[src/rtl/bmu_cnt_pipe.sv]
// Two-stage pipelined Zbb count unit (cpop/ctz/clz and W forms) with valid/ready and flush.
// Define BMU_CNTW_EN to build the 32-bit W-form operand conditioning when XLEN=64.
module bmu_cnt_pipe #(
    parameter int XLEN = 64
) (
    input  logic            clk,
    input  logic            resetn,
    input  logic            flush,
    input  logic            in_valid,
    output logic            in_ready,
    input  logic [XLEN-1:0] in_a,
    input  logic [1:0]      in_op,
    input  logic            in_word,
    output logic            out_valid,
    input  logic            out_ready,
    output logic [XLEN-1:0] out_res
);

    localparam int CW = $clog2(XLEN) + 1;
    localparam int NG = (XLEN + 2) / 3;

    localparam logic [1:0] OP_CPOP = 2'b00;
    localparam logic [1:0] OP_CTZ  = 2'b01;
    localparam logic [1:0] OP_CLZ  = 2'b10;

    logic            s1_valid_q, s1_valid_d;
    logic [XLEN-1:0] s1_y_q,     s1_y_d;
    logic            s2_valid_q, s2_valid_d;
    logic [CW-1:0]   s2_cnt_q,   s2_cnt_d;

    logic s1_ready;
    logic s2_ready;

    // The stall path from out_ready back to in_ready is deliberately combinational.
    assign s2_ready = !s2_valid_q | out_ready;
    assign s1_ready = !s1_valid_q | s2_ready;
    assign in_ready = s1_ready & !flush & resetn;

    // ------------------------------------------------------------------
    // Stage 1: reduce every operation to a population count of y.
    // ------------------------------------------------------------------
    logic [XLEN-1:0] rev_full;
    logic [XLEN-1:0] x_n;
    logic [XLEN-1:0] rev_n;
    logic [XLEN-1:0] mask_n;
    logic [XLEN-1:0] ctz_src;
    logic [XLEN-1:0] ctz_y;
    logic [XLEN-1:0] y;

    always_comb begin
        for (int i = 0; i < XLEN; i++) begin
            rev_full[i] = in_a[XLEN-1-i];
        end
    end

`ifdef BMU_CNTW_EN
    logic            w_mode;
    logic [XLEN-1:0] x_w;
    logic [XLEN-1:0] rev_w;

    if (XLEN == 64) begin : g_w_sel
        assign w_mode = in_word;
    end else begin : g_w_off
        logic unused_word;
        assign unused_word = in_word;
        assign w_mode      = 1'b0;
    end

    always_comb begin
        x_w   = XLEN'(in_a[31:0]);
        rev_w = '0;
        for (int i = 0; i < 32; i++) begin
            rev_w[i] = in_a[31-i];
        end
    end

    assign x_n    = w_mode ? x_w   : in_a;
    assign rev_n  = w_mode ? rev_w : rev_full;
    assign mask_n = w_mode ? XLEN'(32'hFFFF_FFFF) : {XLEN{1'b1}};
`else
    logic unused_word;
    assign unused_word = in_word;

    assign x_n    = in_a;
    assign rev_n  = rev_full;
    assign mask_n = {XLEN{1'b1}};
`endif

    // The mask keeps a zero W operand from borrowing into the upper half.
    assign ctz_src = (in_op == OP_CLZ) ? rev_n : x_n;
    assign ctz_y   = ~ctz_src & (ctz_src - XLEN'(1)) & mask_n;

    always_comb begin
        // NOTE: every combinational output gets a default first so no latch is inferred.
        y = '0;
        case (in_op)
            OP_CPOP: y = x_n;
            OP_CTZ,
            OP_CLZ:  y = ctz_y;
            default: y = '0;
        endcase
    end

    // ------------------------------------------------------------------
    // Stage 2: one 3:2 carry-save layer, then sum the sum and carry columns.
    // ------------------------------------------------------------------
    logic [3*NG-1:0] csa_in;
    logic [NG-1:0]   csa_s;
    logic [NG-1:0]   csa_c;
    logic [CW-1:0]   sum_s;
    logic [CW-1:0]   sum_c;
    logic [CW-1:0]   pop_cnt;

    always_comb begin
        csa_in = (3*NG)'(s1_y_q);
        sum_s  = '0;
        sum_c  = '0;
        for (int g = 0; g < NG; g++) begin
            csa_s[g] = csa_in[3*g] ^ csa_in[3*g+1] ^ csa_in[3*g+2];
            csa_c[g] = (csa_in[3*g]   & csa_in[3*g+1]) |
                       (csa_in[3*g]   & csa_in[3*g+2]) |
                       (csa_in[3*g+1] & csa_in[3*g+2]);
        end
        for (int g = 0; g < NG; g++) begin
            sum_s = sum_s + CW'(csa_s[g]);
            sum_c = sum_c + CW'(csa_c[g]);
        end
        pop_cnt = sum_s + (sum_c << 1);
    end

    // ------------------------------------------------------------------
    // Pipeline control
    // ------------------------------------------------------------------
    always_comb begin
        s1_valid_d = s1_valid_q;
        s1_y_d     = s1_y_q;
        s2_valid_d = s2_valid_q;
        s2_cnt_d   = s2_cnt_q;
        if (flush) begin
            s1_valid_d = 1'b0;
            s2_valid_d = 1'b0;
        end else begin
            if (s2_ready) begin
                s2_valid_d = s1_valid_q;
                if (s1_valid_q) begin
                    s2_cnt_d = pop_cnt;
                end
            end
            if (s1_ready) begin
                s1_valid_d = in_valid;
                if (in_valid) begin
                    s1_y_d = y;
                end
            end
        end
    end

    always_ff @(posedge clk) begin
        // NOTE: data registers are reset too, because out_res must read zero after reset.
        if (!resetn) begin
            s1_valid_q <= 1'b0;
            s1_y_q     <= '0;
            s2_valid_q <= 1'b0;
            s2_cnt_q   <= '0;
        end else begin
            // NOTE: non-blocking assignments so every register samples pre-edge values.
            s1_valid_q <= s1_valid_d;
            s1_y_q     <= s1_y_d;
            s2_valid_q <= s2_valid_d;
            s2_cnt_q   <= s2_cnt_d;
        end
    end

    assign out_valid = s2_valid_q;
    assign out_res   = XLEN'(s2_cnt_q);

endmodule

[config.mk]
export PLATFORM = sky130hd
export DESIGN_NAME = bmu_cnt_pipe
export DESIGN_NICKNAME = d
export VERILOG_FILES = /design/src/rtl/bmu_cnt_pipe.sv
export SDC_FILE = /design/constraint.sdc
export NUM_CORES = 1
export LEC_CHECK = 0
export ABC_CLOCK_PERIOD_IN_PS = 21800
export BUFFER_PORTS_ARGS = -buffer_cell sky130_fd_sc_hd__buf_2
export CAP_MARGIN = 40
export CORE_MARGIN = 2
export CORE_UTILIZATION = 40
export DETAILED_ROUTE_END_ITERATION = 10
export PLACE_DENSITY_LB_ADDON = 0.08
export SYNTH_ARGS = -nofsm -noshare
export SYNTH_HDL_FRONTEND = slang
export SYNTH_SLANG_ARGS = --single-unit
[constraint.sdc]
create_clock -name clk -period 21.8 [get_ports clk]
set_input_delay 0 -clock clk [delete_from_list [all_inputs] [get_ports clk]]
set_output_delay 0 -clock clk [all_outputs]
set_load 0.02 [all_outputs]
**Yosys cells after proc, flatten, opt, wreduce, memory -nomap -nowiden**

Cells that the tools add are included.

- $add $sub $neg: 43
- Eq/ne operators: 2
- Mux-type cells: 2
- Bitwise gates (word level): 155
- Reduce and logical (&&, ||, !) cells: 8

Operator list:

| operator | number |
|---|---|
| one-hot mux 64 bit (2 select lines) | 1 |
| adder 7 x 1 -> 7 bit | 15 |
| adder 6 x 1 -> 6 bit | 15 |
| bitwise AND 1 bit | 65 |
| bitwise AND 64 bit | 1 |
| two-way mux 64 bit | 1 |
| inverter 64 bit | 1 |
| subtractor 64 x 1 -> 64 bit, second input constant | 1 |
| bitwise OR 1 bit | 44 |
| XOR 1 bit | 42 |
| adder 5 x 1 -> 6 bit | 2 |
| adder 4 x 1 -> 5 bit | 2 |
| adder 3 x 1 -> 4 bit | 2 |
| adder 6 x 1 -> 7 bit | 1 |
| adder 7 bit | 1 |
| adder 2 x 1 -> 3 bit | 2 |
| AND reduction 3 bit | 2 |
| adder 1 x 1 -> 2 bit | 2 |
| OR reduction 2 bit | 2 |
| logical NOT 1 bit | 3 |
| == test 2 x 1 -> 1 bit, second input constant | 1 |
| == test 2 bit, second input constant | 1 |
| logical NOT 2 bit | 1 |
| inverter 1 bit | 2 |

- Register bits after elaboration: 73
- Input port bits: 72
- Word-level logic and storage cells: 214

**Logic depth before layout (Yosys ltp)**

Gate-level depths: netlist of the first run.

- Depth after elaboration: 24
- Mapped depth: 27
- Mapped depth without buffers: 27

**Worst setup path after synthesis of the first run**

Ideal clock, no wire load.

- Path type: register to register
- Start point: register s1_y_q[0]
- End point: register s2_cnt_q[5]
- Setup time: 0.082 ns
- Arrival time: 6.953 ns
- Path slack: 14.764 ns
- Stages on the path, launching flop included: 24
- Buffers on the path: 0
- Period minus slack after synthesis: 7.036 ns
- Path through: dfxtp_1 -> inv_1 -> fa_1 -> fa_1 -> inv_1 -> fa_1 -> fa_1 -> inv_1 -> fa_1 -> fa_1 -> inv_1 -> fa_1 -> ha_1 -> inv_1 -> fa_1 -> fa_1 -> fa_1 -> inv_1 -> ha_1 -> a21o_1 -> a21oi_1 -> o21bai_1 -> a21o_1 -> o2111ai_1

- Cells in the longest elaborated chain, start to end: 24

Ends and longest elaborated chain:

| element | RTL line | RTL |
|---|---|---|
| start, declared | 27 | `logic [XLEN-1:0] s1_y_q, s1_y_d;` |
| start signal, assigned | 168 | `s1_y_q <= s1_y_d;` |
| XOR 1 bit (tied with other cells) | 119 | `csa_s[g] = csa_in[3*g] ^ csa_in[3*g+1] ^ csa_in[3*g+2];` |
| XOR 1 bit / bitwise OR 1 bit (equally long branches) | 119, 120 |  |
| adder 1 x 1 -> 2 bit / bitwise OR 1 bit (equally long branches) | 125, 121 |  |
| adder 2 x 1 -> 3 bit / adder 1 x 1 -> 2 bit (equally long branches) | 125, 126 |  |
| adder 3 x 1 -> 4 bit / adder 2 x 1 -> 3 bit (equally long branches) | 125, 126 |  |
| adder 4 x 1 -> 5 bit / adder 3 x 1 -> 4 bit (equally long branches) | 125, 126 |  |
| adder 5 x 1 -> 6 bit / adder 4 x 1 -> 5 bit (equally long branches) | 125, 126 |  |
| adder 6 x 1 -> 7 bit / adder 5 x 1 -> 6 bit (equally long branches) | 125, 126 |  |
| adder 7 x 1 -> 7 bit / adder 6 x 1 -> 6 bit (equally long branches) (15 in series) | 125, 126 |  |
| adder 7 bit (*) | 128 | `pop_cnt = sum_s + (sum_c << 1);` |
| end signal, assigned | 170 | `s2_cnt_q <= s2_cnt_d;` |
| end, declared | 29 | `logic [CW-1:0] s2_cnt_q, s2_cnt_d;` |

Mark *: on every way between the ends. The rest lies on a longest branch, timed or not.
A chain may end at the register's enable or synchronous reset.

**Worst setup path after layout of the first run**

Ends and elaborated chain as after synthesis.

==> results of run 1 <==
final cells by class:
cell class / count / area (µm²)
clock buffers: 11 / 242.7
clock inverters: 5 / 38.79
fillers: 1708 / 9011
inverters: 96 / 360.3
multi-input cells: 631 / 4644
flip-flops and latches: 73 / 1461
well taps: 220 / 275.3
repair buffers: 103 / 608.1
critical path: cells and delay by family (launching register included):
family | cells | cell delay (ns)
DFF | 1 | 0.34
AOI/OAI and AO/OA | 5 | 0.81
buffers and inverters | 6 | 0.37
adders and majority gates | 12 | 5.80
worst paths after layout:
| path | start | end | slack, ns | depth (start not counted) |
|---|---|---|---|---|
| worst max-delay path | s1_y_q[0]$_SDFFE_PN0P_ | s2_cnt_q[5]$_SDFFE_PN0P_ | 14.43 | 23 |
| worst min-delay path | flush | s1_valid_q$_SDFFE_PP0P_ | 0.009 | 3 |
| worst max register to register | s1_y_q[0]$_SDFFE_PN0P_ | s2_cnt_q[5]$_SDFFE_PN0P_ | 14.43 | 23 |
| worst min register to register | s1_y_q[16]$_SDFFE_PN0P_ | s1_y_q[16]$_SDFFE_PN0P_ | 0.46 | 2 |
per-layer routing:
layer  track usage, %  vias up
li1                 -     2986
met1            34.61     3097
met2            39.65      315
met3            4.129       30
met4            7.661        0
met5                0        -
metrics by stage:
step / power, µW / cell area, µm² / hold WS (ns) / util [%]
final: 400.5 / 7631 / 0.008851 / 45.85
after global routing: 425.4 / 7631 / 0.01595 / 45.85
after CTS: 403.8 / 7631 / 0.0001772 / 45.85
after detailed placement: 256.9 / 7209 / 0.2459 / 43.32
after global placement: 255.9 / 7197 / 0.2279 / 43.24
after floorplan: 229.4 / 7034 / 0.1207 / -
where the power goes:
| part | internal, µW | switching [µW] |
|---|---|---|
| logic | 42.7 | 74.2 |
| registers | 137 | 2.32 |
| clock network | 81.1 | 63.1 |
cell usage in the layout, fill, tap and decap left out, drive strengths merged, types with 3 or more instances in the layout:
| cell | count |
|---|---|
| inv | 98 |
| buf | 89 |
| dfxtp | 73 |
| nand2 | 63 |
| conb | 57 |
| nor2 | 56 |
| fa | 52 |
| o21ai | 51 |
| a21oi | 43 |
| nor3 | 34 |
| mux2i | 27 |
| a22oi | 24 |
| nand3 | 24 |
| ha | 22 |
| nor4 | 17 |
| dlygate4sd3 | 14 |
| or3 | 13 |
| clkbuf | 11 |
| or4 | 10 |
| nor3b | 10 |
| a21o | 9 |
| o31ai | 9 |
| a32oi | 8 |
| nand4 | 7 |
| a221oi | 7 |
| nand2b | 6 |
| nor2b | 6 |
| a211oi | 6 |
| a22o | 6 |
| and3 | 6 |
| mux2 | 5 |
| xnor2 | 4 |
| and2 | 4 |
| nor4b | 4 |
| o22ai | 3 |
| o41ai | 3 |
| a31oi | 3 |
| or3b | 3 |
| o22a | 3 |
logic make-up (layout without fill, tap and decap cells):
family                     Yosys count  after routing  synth area share (%)
and+or+nand+nor                    272            272                 21.40
adders and majority gates           74             74                 19.29
buffers and inverters              192            215                 13.90
DFF                                 73             73                 21.42
other                                1             57               0.05495
xor gates and xnor gates             5              5                0.6417
muxes                               32             32                 4.785
AOI/OAI and AO/OA                  191            191                 18.52
registers in the layout, summed over array words and instances (netlist names):
signal      cells
s1_y_q         64
s1_valid_q      1
out_valid       1
s2_cnt_q        7
==> results.md, run 1 <==
- Hold Path Class: input pin to flip-flop
- Status: finished clean
- IO Pins: 138
- Post-synthesis cell type count: 75
- CTS max path bufs: 2
- Ys flop type: dfxtp_1
- Asr flop ratio synth: 0%
- Ant diodes: 0
- Synth Instances: 840
- Clock Skew: 0.006273 ns
- Max Used Layer: met4
- PD cells: 52.48 nW/µm²
- Max Fclk: 135.6 MHz
- Largest cells by area after synthesis: dfxtp_1 (21%), fa_1 (15%), buf_4 (6.3%)
- Flops & latches, synth: 73
- Seq/Total Area, Yosys: 21.42%
- Kind of critical path: flip-flop to flip-flop
- CP Max Fanout: 2
- # rows: 47
- Met3 WL: 1.651 mm
- Overflow after GRT: 0
- Metal-1 WL: 9.926 mm
- First-pass GRT wire length: 34.57 mm
- Worst skew pair latency: 0.34 ns
- Ys Warns: 0
- Top cell type's share of synthesized area: 21.42%
- Setup bufs post-CTS: 0
- Yosys top cell by area: dfxtp_1
- Via count: 6428
- Core Area: 16640 µm²
- Vias in the first global route: 6150
- CTS Buf Count: 9
- Post-synth EDFFs: 0
- DRC: 0
- Setup TNS: 0 ns
- Setup violations, final: 0
- Die W: 134.6 µm
- DR vias/cell: 5.644
- DP HPWL: 17.23 mm
- Fraction of layout cells with a size suffix above 1: 14.47%
- Largest net degree at the start of global routing: 66
- Post-Place Cells: 1109
- Htree depth: 3
- P&R area growth vs syn: 11.83%
- Max cap viols: 0
- Slowest CP cell: fa_1
- Routed WL: 22.26 mm
- Final WS setup: 14.43 ns
- Port bufs: 79
- DRT iter0 DRCs: 645
- Die H: 134.6 µm
- Final hold vios: 0
- GP Congestion: 0.9368
- Post-Syn Area: 6824 µm²
- Worst slew margin: 43.57%
- WP data required: 22.07 ns
- Fin. max-slew vios: 0
- Synth Area per Inst: 8.124 µm²
- Critical Path, Cell by Cell: inv_1 -> fa_1 -> fa_1 -> inv_1 -> fa_1 -> fa_1 -> inv_1 -> fa_1 -> fa_1 -> inv_1 -> fa_1 -> ha_1 -> inv_1 -> fa_1 -> fa_1 -> fa_1 -> inv_1 -> ha_1 -> a21o_1 -> a21oi_1 -> o21bai_1 -> a21o_1 -> o2111ai_1
- Dpl ws: 14.41 ns
- Starting density of the core: 41.00%
- Clk sinks: 73
- Antenna-violating nets left: 0
- CTS tree: built
- Synth cell count leaders: inv_1 (96), dfxtp_1 (73), nand2_1 (63), buf_4 (57), nor2_1 (56)
- All-Layer GR Usage: 24.86%
- Final min period: 7.372 ns
- Pleak: 0.003280 µW
- Critical path's largest stage delay: 0.60 ns
- Wire length per cell: 19.54 µm
- Post_cts resized: 0
- Most Frequent Cell on Critical Path: fa_1
- Die area: 18120 µm²
- Most common cell in the netlist: inv_1
- Nets@finish: 1060
- Final std cells w/o fill: 1139
- DR pass1 iterations: 5
- Peak supply drop: 0.03824 mV
- Initial antenna violation count: 0
- Arrival time at the worst endpoint: 7.64 ns
- RSZ-0062 raised after global routing: false
- Crit start category: flip-flop
- Worst Max-Slew Pin Slew: 0.8428 ns
- CTS Root Cell: clkbuf_16
- Hold buffer count at CTS: 14
- Routed length on met2: 10.26 mm
- Clock slew at reported path FFs: 0.06 ns
- Final Cycle Share: 33.82%
- Crit end category: flip-flop
(Power assumes the default switching activity.)
==> inputs of run 2 (changes only) <==
--- a/config.mk
+++ b/config.mk
@@ -5,7 +5,7 @@
 export SDC_FILE = /design/constraint.sdc
 export NUM_CORES = 1
 export LEC_CHECK = 0
-export ABC_CLOCK_PERIOD_IN_PS = 21800
+export ABC_CLOCK_PERIOD_IN_PS = 5900
 export BUFFER_PORTS_ARGS = -buffer_cell sky130_fd_sc_hd__buf_2
 export CAP_MARGIN = 40
 export CORE_MARGIN = 2
==> constraint.sdc (replaced) <==
create_clock -name clk -period 5.9 [get_ports clk]
set_input_delay 0 -clock clk [delete_from_list [all_inputs] [get_ports clk]]
set_output_delay 0 -clock clk [all_outputs]
set_load 0.02 [all_outputs]
==> run 2 against run 1 <==
The run now ends with negative setup slack left. Final cell count grew 2.7%. Sequential share of layout area shrank 0.85 points. Register-to-register slack lost 15 ns. Clock skew grew 0.0011 ns. Combinational power grew to 4.3 times the previous value. Fmax grew 12%. Total power grew to 4.1 times the previous value. Routed wire length grew 3.7%. Setup slack lost 15 ns.
==> results.md, run 2 (synthesized netlist as in run 1, its figures left out) <==
- Via count: 6587 (was 6428)
- Die area: 18120 µm² (unchanged)
- Clock Skew: 0.007370 ns (was 0.006273 ns)
- RR Startpoint: s1_y_q[9]$_SDFFE_PN0P_ (was s1_y_q[0]$_SDFFE_PN0P_)
- Max cap viols: 0 (unchanged)
- Vias in the first global route: 6205 (was 6150)
- Final hold vios: 0 (unchanged)
- Min-Delay Endpoint: s1_y_q[32]$_SDFFE_PN0P_ (was s1_valid_q$_SDFFE_PP0P_)
- Crit end category: flip-flop (unchanged)
- P&R area growth vs syn: 17.53% (was 11.83%)
- Largest registers: s1_y_q: 64 flops, s2_cnt_q: 7 flops (unchanged)
- Sw Share: 32.87% (was 34.86%)
- Final Cycle Share: 111.4% (was 33.82%)
- Origin of the worst min-delay path: in_a[32] (was flush)
- R2r worst-path depth: 23 (unchanged)
- Setup violations, final: 6 (was 0)
- DRT iter0 DRCs: 602 (was 645)
- Final min period: 6.572 ns (was 7.372 ns)
- PD cells: 204.7 nW/µm² (was 52.48 nW/µm²)
- Starting density of the core: 41.00% (unchanged)
- All-Layer GR Usage: 25.63% (was 24.86%)
- R2r setup slk: -0.67 ns (was 14.43 ns)
- Worst skew pair latency: 0.35 ns (was 0.34 ns)
- DRC: 0 (unchanged)
- Max Fclk: 152.2 MHz (was 135.6 MHz)
- Failing checks: negative setup slack
- Crit start category: flip-flop (unchanged)
- Clock power frac: 37.8% (was 36.0%)
- DR vias/cell: 5.630 (was 5.644)
- Port bufs: 79 (unchanged)
- Fraction of layout cells with a size suffix above 1: 19.68% (was 14.47%)
- Initial antenna violation count: 1 (was 0)
- Leading cell type in the layout, fill and taps excluded: inv_1 (unchanged)
- First-pass GRT wire length: 35.36 mm (was 34.57 mm)
- Overflow after GRT: 0 (unchanged)
- GP Congestion: 0.9214 (was 0.9368)
- # rows: 47 (unchanged)
- Worst Hold Depth: 3 (unchanged)
- Wire length per cell: 19.73 µm (was 19.54 µm)
- Final WS setup: -0.6723 ns (was 14.43 ns)
- Final std cells w/o fill: 1170 (was 1139)
- Ant diodes: 0 (unchanged)
- DR pass1 iterations: 7 (was 5)
- WP data required: 6.13 ns (was 22.07 ns)
- Die H: 134.6 µm (unchanged)
- Most frequent cells in the layout: inv_1 (86), buf_2 (79), dfxtp_1 (68) (was inv_1 (96), buf_2 (80), dfxtp_1 (73))
- Nets@finish: 1091 (was 1060)
- Clk sinks: 73 (unchanged)
- Clock slew at reported path FFs: 0.06 ns (about the same)
- IO Pins: 138 (unchanged)
- Routed WL: 23.09 mm (was 22.26 mm)
- R2R Path End: s2_cnt_q[5]$_SDFFE_PN0P_ (unchanged)
- Net Switching: 539.7 µW (was 139.6 µW)
- CTS Root Cell: clkbuf_16 (unchanged)
- Reg power frac: 31.4% (was 34.8%)
- Kind of critical path: flip-flop to flip-flop (unchanged)
- DP HPWL: 17.72 mm (was 17.23 mm)
- Core Area: 16640 µm² (unchanged)
- Hold Path Class: input pin to flip-flop (unchanged)
- Max reg flops: 64 (unchanged)
- Largest net degree at the start of global routing: 66 (unchanged)
- Pleak: 0.003465 µW (was 0.003280 µW)
- Status: finished, violations left (was finished clean)
- CTS Buf Count: 9 (unchanged)
- Largest register by flop count: s1_y_q (unchanged)
- Die W: 134.6 µm (unchanged)
- CTS tree: built (unchanged)
- Peak supply drop: 0.1642 mV (was 0.03824 mV)
- Internal: 1102 µW (was 260.9 µW)
- Worst Max-Slew Pin Slew: 0.9497 ns (was 0.8428 ns)
- Final core utilization: 48.19% (was 45.85%)
- CP Max Fanout: 2 (unchanged)
- Logic pwr share: 30.8% (was 29.2%)
- Fin. max-slew vios: 0 (unchanged)
- Post-Place Cells: 1135 (was 1109)
- Antenna-violating nets left: 0 (unchanged)
- Arrival time at the worst endpoint: 6.80 ns (was 7.64 ns)
- Htree depth: 3 (unchanged)
- CTS max path bufs: 2 (unchanged)
- RSZ-0062 raised after global routing: true (was false)
- Worst slew margin: 36.20% (was 43.57%)
-- run 2: cell types whose count changed in the layout (fill, tap and decap cells not counted), moves of 3 or more --
cell           previous run  this run
ha_4                      1         4
ha_1                     21        18
fa_1                     52        47
fa_2                      0         5
buf_4                     9        35
inv_1                    96        86
dlygate4sd3_1            14        18
inv_2                     0        10
dfxtp_1                  73        68
dfxtp_2                   0         5
-- run 2: area by class of cell --
type / instances / area, µm²
clock buffer: 11 / 252.7
clock inverter: 5 / 77.57
fill: 1647 / 8622
inverter: 96 / 360.3
multi-input combinational: 631 / 4710
sequential: 73 / 1468
tap: 220 / 275.3
timing repair buffer: 134 / 877.1
-- run 2: how the worst max path moves through the flow --
stage                                     endpoint  slack [ns]                    start
after floorplan           s2_cnt_q[5]$_SDFFE_PN0P_       -0.51  s1_y_q[11]$_SDFFE_PN0P_
after global placement    s2_cnt_q[5]$_SDFFE_PN0P_       -0.66  s1_y_q[11]$_SDFFE_PN0P_
after detailed placement  s2_cnt_q[5]$_SDFFE_PN0P_       -0.74  s1_y_q[10]$_SDFFE_PN0P_
after CTS                 s2_cnt_q[5]$_SDFFE_PN0P_       -0.75  s1_y_q[11]$_SDFFE_PN0P_
after global routing      s2_cnt_q[5]$_SDFFE_PN0P_       -0.88   s1_y_q[9]$_SDFFE_PN0P_
final                     s2_cnt_q[5]$_SDFFE_PN0P_       -0.67   s1_y_q[9]$_SDFFE_PN0P_
-- run 2: metrics by stage --
step / setup TNS, ns / area, µm² / hold slack [ns] / worst slack (ns) / total power (µW)
after CTS: -3.669 / 7991 / 0.005088 / -0.7470 / 1624
after detailed placement: -3.695 / 7471 / 0.2465 / -0.7417 / 986.3
final: -3.498 / 8020 / 0.01293 / -0.6723 / 1642
after global routing: -4.675 / 8020 / 0.02334 / -0.8825 / 1725
after global placement: -3.331 / 7436 / 0.2301 / -0.6551 / 974.3
after floorplan: -2.345 / 7083 / 0.1207 / -0.5138 / 857.8
-- run 2: routing by layer --
layer | track usage (%) | share of wire, %
met3 | 2.628 | 7.0
met5 | 0 | 0
met2 | 40.73 | 46
met1 | 36.48 | 45
met4 | 8.772 | 1.8
-- run 2: power groups by stage --
stage | Combinational, µW | Sequential (µW) | Clock, µW
floorplan | 331 | 527 | 0
global placement | 449 | 526 | 0
detailed placement | 460 | 526 | 0
CTS | 482 | 515 | 628
global route | 562 | 517 | 646
finish | 506 | 515 | 620
-- run 2: repair_timing --
item | in CTS | in global routing
gates resized for setup | 4 | 8
hold buffers | 18 | 0
hold endpoints to repair | 16 | 0
endpoints found under the setup margin | 6 | 6
gates cloned | 0 | 0
pin swaps | 2 | 4
setup buffers | 0 | 2
-- run 2: critical path: stages (launching register included) --
cell and delay (ns):
dfxtp_2 0.33, inv_2 0.04, fa_2 0.38, fa_1 0.56, inv_2 0.05, fa_1 0.46, fa_1 0.49, inv_1 0.05
fa_1 0.49, fa_1 0.42, inv_2 0.07, fa_2 0.44, ha_4 0.28, inv_2 0.03, fa_1 0.49, fa_1 0.43
fa_1 0.55, inv_2 0.06, ha_4 0.25, a21o_1 0.12, a21oi_2 0.06, o21bai_1 0.18, a21o_1 0.14, o2111ai_1 0.10
==> inputs of run 3 (changes only) <==
--- a/config.mk
+++ b/config.mk
@@ -8,6 +8,7 @@
 export ABC_CLOCK_PERIOD_IN_PS = 5900
 export BUFFER_PORTS_ARGS = -buffer_cell sky130_fd_sc_hd__buf_2
 export CAP_MARGIN = 40
+export CORE_ASPECT_RATIO = 0.7
 export CORE_MARGIN = 2
 export CORE_UTILIZATION = 40
 export DETAILED_ROUTE_END_ITERATION = 10
==> constraint.sdc (replaced) <==
create_clock -name clk -period 5.9 [get_ports clk]
set_input_delay 0 -clock clk [delete_from_list [all_inputs] [get_ports clk]]
set_output_delay 0 -clock clk [all_outputs]
set_load 0.01 [all_outputs]
==> run 3 against run 2 <==
The flow still finishes with violations (negative setup slack). Global-route usage grew 1.6 points. First-iteration DRC count shrank 2.7%. Sequential cell count is the same. Fmax shrank 2.1%. Sequential power is essentially flat. Critical path depth is the same. Routed wire length grew 6.9%. Clock skew shrank 0.0022 ns. Critical path type unchanged. Critical endpoint unchanged. Highest routed layer unchanged.
==> results.md, run 3 (synthesized netlist as in run 1, its figures left out) <==
- Worst Max-Slew Pin Slew: 0.9474 ns (was 0.9497 ns)
- Core Area: 16490 µm² (was 16640 µm²)
- Port bufs: 79 (unchanged)
- WP data required: 6.11 ns (was 6.13 ns)
- Final Cycle Share: 113.8% (was 111.4%)
- Critical path's largest stage delay: 0.54 ns (was 0.56 ns)
- DP HPWL: 19.11 mm (was 17.72 mm)
- # rows: 39 (was 47)
- Peak supply drop: 0.1414 mV (was 0.1642 mV)
- First-pass GRT wire length: 37.60 mm (was 35.36 mm)
- Largest register by flop count: s1_y_q (unchanged)
- Nets@finish: 1087 (was 1091)
- DRC: 0 (unchanged)
- All-Layer GR Usage: 27.19% (was 25.63%)
- DR vias/cell: 5.702 (was 5.630)
- CP Max Fanout: 2 (unchanged)
- CTS tree: built (unchanged)
- Hold Path Class: input pin to flip-flop (unchanged)
- Most frequent cells in the layout: inv_1 (86), buf_2 (79), dfxtp_1 (70) (was inv_1 (86), buf_2 (79), dfxtp_1 (68))
- CTS Root Cell: clkbuf_16 (unchanged)
- Largest registers: s1_y_q: 64 flops, s2_cnt_q: 7 flops (unchanged)
- Slowest CP cell: fa_2 (was fa_1)
- CTS Buf Count: 9 (unchanged)
- Clock Skew: 0.005219 ns (was 0.007370 ns)
- Clock slew at reported path FFs: 0.06 ns (about the same)
- Max cap viols: 0 (unchanged)
- Fin. max-slew vios: 0 (unchanged)
- Antenna-violating nets left: 0 (unchanged)
- Arrival time at the worst endpoint: 6.93 ns (was 6.80 ns)
- Clk sinks: 73 (unchanged)
- Final WS setup: -0.8118 ns (was -0.6723 ns)
- DRT iter0 DRCs: 586 (was 602)
- GP Congestion: 0.9336 (was 0.9214)
- Htree depth: 3 (unchanged)
- Crit start category: flip-flop (unchanged)
- Overflow after GRT: 0 (unchanged)
- Via count: 6677 (was 6587)
- Failing checks: negative setup slack (unchanged)
- DR pass1 iterations: 8 (was 7)
- Fraction of layout cells with a size suffix above 1: 19.56% (was 19.68%)
- Die W: 160.1 µm (was 134.6 µm)
- Status: finished, violations left (unchanged)
- Kind of critical path: flip-flop to flip-flop (unchanged)
- Most Frequent Cell on Critical Path: fa_1 (unchanged)
- Leading cell type in the layout, fill and taps excluded: inv_1 (unchanged)
- Routed WL: 24.68 mm (was 23.09 mm)
- Pleak: 0.003420 µW (was 0.003465 µW)
- Vias in the first global route: 6344 (was 6205)
- Ant diodes: 0 (unchanged)
- Wire length per cell: 21.07 µm (was 19.73 µm)
- Largest net degree at the start of global routing: 66 (unchanged)
- Worst skew pair latency: 0.35 ns (about the same)
- Initial antenna violation count: 1 (unchanged)
- Worst slew margin: 36.04% (was 36.20%)
- Setup violations, final: 6 (unchanged)
- Worst hold slack: 0.01367 ns (was 0.01293 ns)
- Setup TNS: -3.992 ns (was -3.498 ns)
- Final hold vios: 0 (unchanged)
- Die H: 113.3 µm (was 134.6 µm)
- Critical Path, Cell by Cell: fa_2 -> fa_1 -> inv_1 -> fa_1 -> inv_2 -> fa_1 -> inv_1 -> fa_1 -> fa_1 -> inv_2 -> fa_2 -> ha_4 -> inv_2 -> fa_1 -> fa_1 -> fa_1 -> inv_1 -> ha_1 -> a21o_1 -> a21oi_2 -> o21bai_1 -> a21o_1 -> o2111ai_2 (was inv_2 -> fa_2 -> fa_1 -> inv_2 -> fa_1 -> fa_1 -> inv_1 -> fa_1 -> fa_1 -> inv_2 -> fa_2 -> ha_4 -> inv_2 -> fa_1 -> fa_1 -> fa_1 -> inv_2 -> ha_4 -> a21o_1 -> a21oi_2 -> o21bai_1 -> a21o_1 -> o2111ai_1)
- Final min period: 6.712 ns (was 6.572 ns)
- PD cells: 201.6 nW/µm² (was 204.7 nW/µm²)
- Crit end category: flip-flop (unchanged)
- Die area: 18140 µm² (was 18120 µm²)
- RSZ-0062 raised after global routing: true (unchanged)
- Starting density of the core: 41.37% (was 41.00%)
- Max reg flops: 64 (unchanged)
- IO Pins: 138 (unchanged)
- Max Fclk: 149.0 MHz (was 152.2 MHz)
- P&R area growth vs syn: 16.26% (was 17.53%)
- CTS max path bufs: 2 (unchanged)
## run 3: cell count changes in the layout (fill, tap and decap cells not counted), moves of 2 or more
cell | previous run | this run
dfxtp_2 | 5 | 3
dfxtp_1 | 68 | 70
dlygate4sd3_1 | 18 | 14
clkinv_4 | 0 | 2
## run 3: path summary, 6_finish.rpt
kind	end	depth (start not counted)	startpoint	slack, ns
worst max-delay path	s2_cnt_q[5]$_SDFFE_PN0P_	23	s1_y_q[41]$_SDFFE_PN0P_	-0.81
worst min-delay path	out_valid$_SDFFE_PP0P_	3	flush	0.01
worst max register to register	s2_cnt_q[5]$_SDFFE_PN0P_	23	s1_y_q[41]$_SDFFE_PN0P_	-0.81
worst min register to register	s1_y_q[10]$_SDFFE_PN0P_	2	s1_y_q[10]$_SDFFE_PN0P_	0.47
## run 3: metrics by stage
stage                     total power, µW  instances  worst slack (ns)  instance area, µm²  util, %
after floorplan                     839.3        896           -0.5138                7083        -
after global placement              986.2       1138           -0.6526                7442    45.12
after detailed placement            991.6       1139           -0.7662                7450    45.17
after CTS                            1589       1170           -0.7776                7920    48.02
after global routing                 1677       1171            -1.046                7934    48.10
final                                1599       1171           -0.8118                7934    48.10
## run 3: metal layers
metal / vias to the layer above / share of wire, % / global-route usage [%] / routed length [µm]
met3: 25 / 11 / 8.798 / 2719
met4: 0 / 0.93 / 4.264 / 229
met5: - / 0 / 0 / 0
met2: 341 / 40 / 37.98 / 9922
li1: 3034 / - / - / -
met1: 3277 / 48 / 41.11 / 11810
## run 3: report_power, final
part / switching [µW] / leakage (µW) / internal (µW)
sequential: 9.61 / 0.000593 / 507
clock: 239 / 0.000145 / 340
combinational: 301 / 0.00268 / 203
## run 3: cell type report
class,count,area [µm²]
clock buffers,10,239.0
flip-flops and latches,73,1465
repair buffers,130,817.0
well taps,225,281.5
fillers,1671,8559
multi-input cells,631,4703
clock inverters,6,67.56
inverters,96,360.3
## run 3: worst max-delay path, delay by kind of cell, from the launching register on
family,cells,cell delay (ns)
compound gates,5,0.67
fa+ha+maj,12,5.28
buf+inv,6,0.28
flops,1,0.33
## run 3: what timing repair did
action	CTS	global route
setup buffers	1	1
cloned	0	0
gates resized for setup	4	5
hold endpoints to repair	14	0
pin swaps	2	5
hold buffers	14	0
endpoints found under the setup margin	6	6
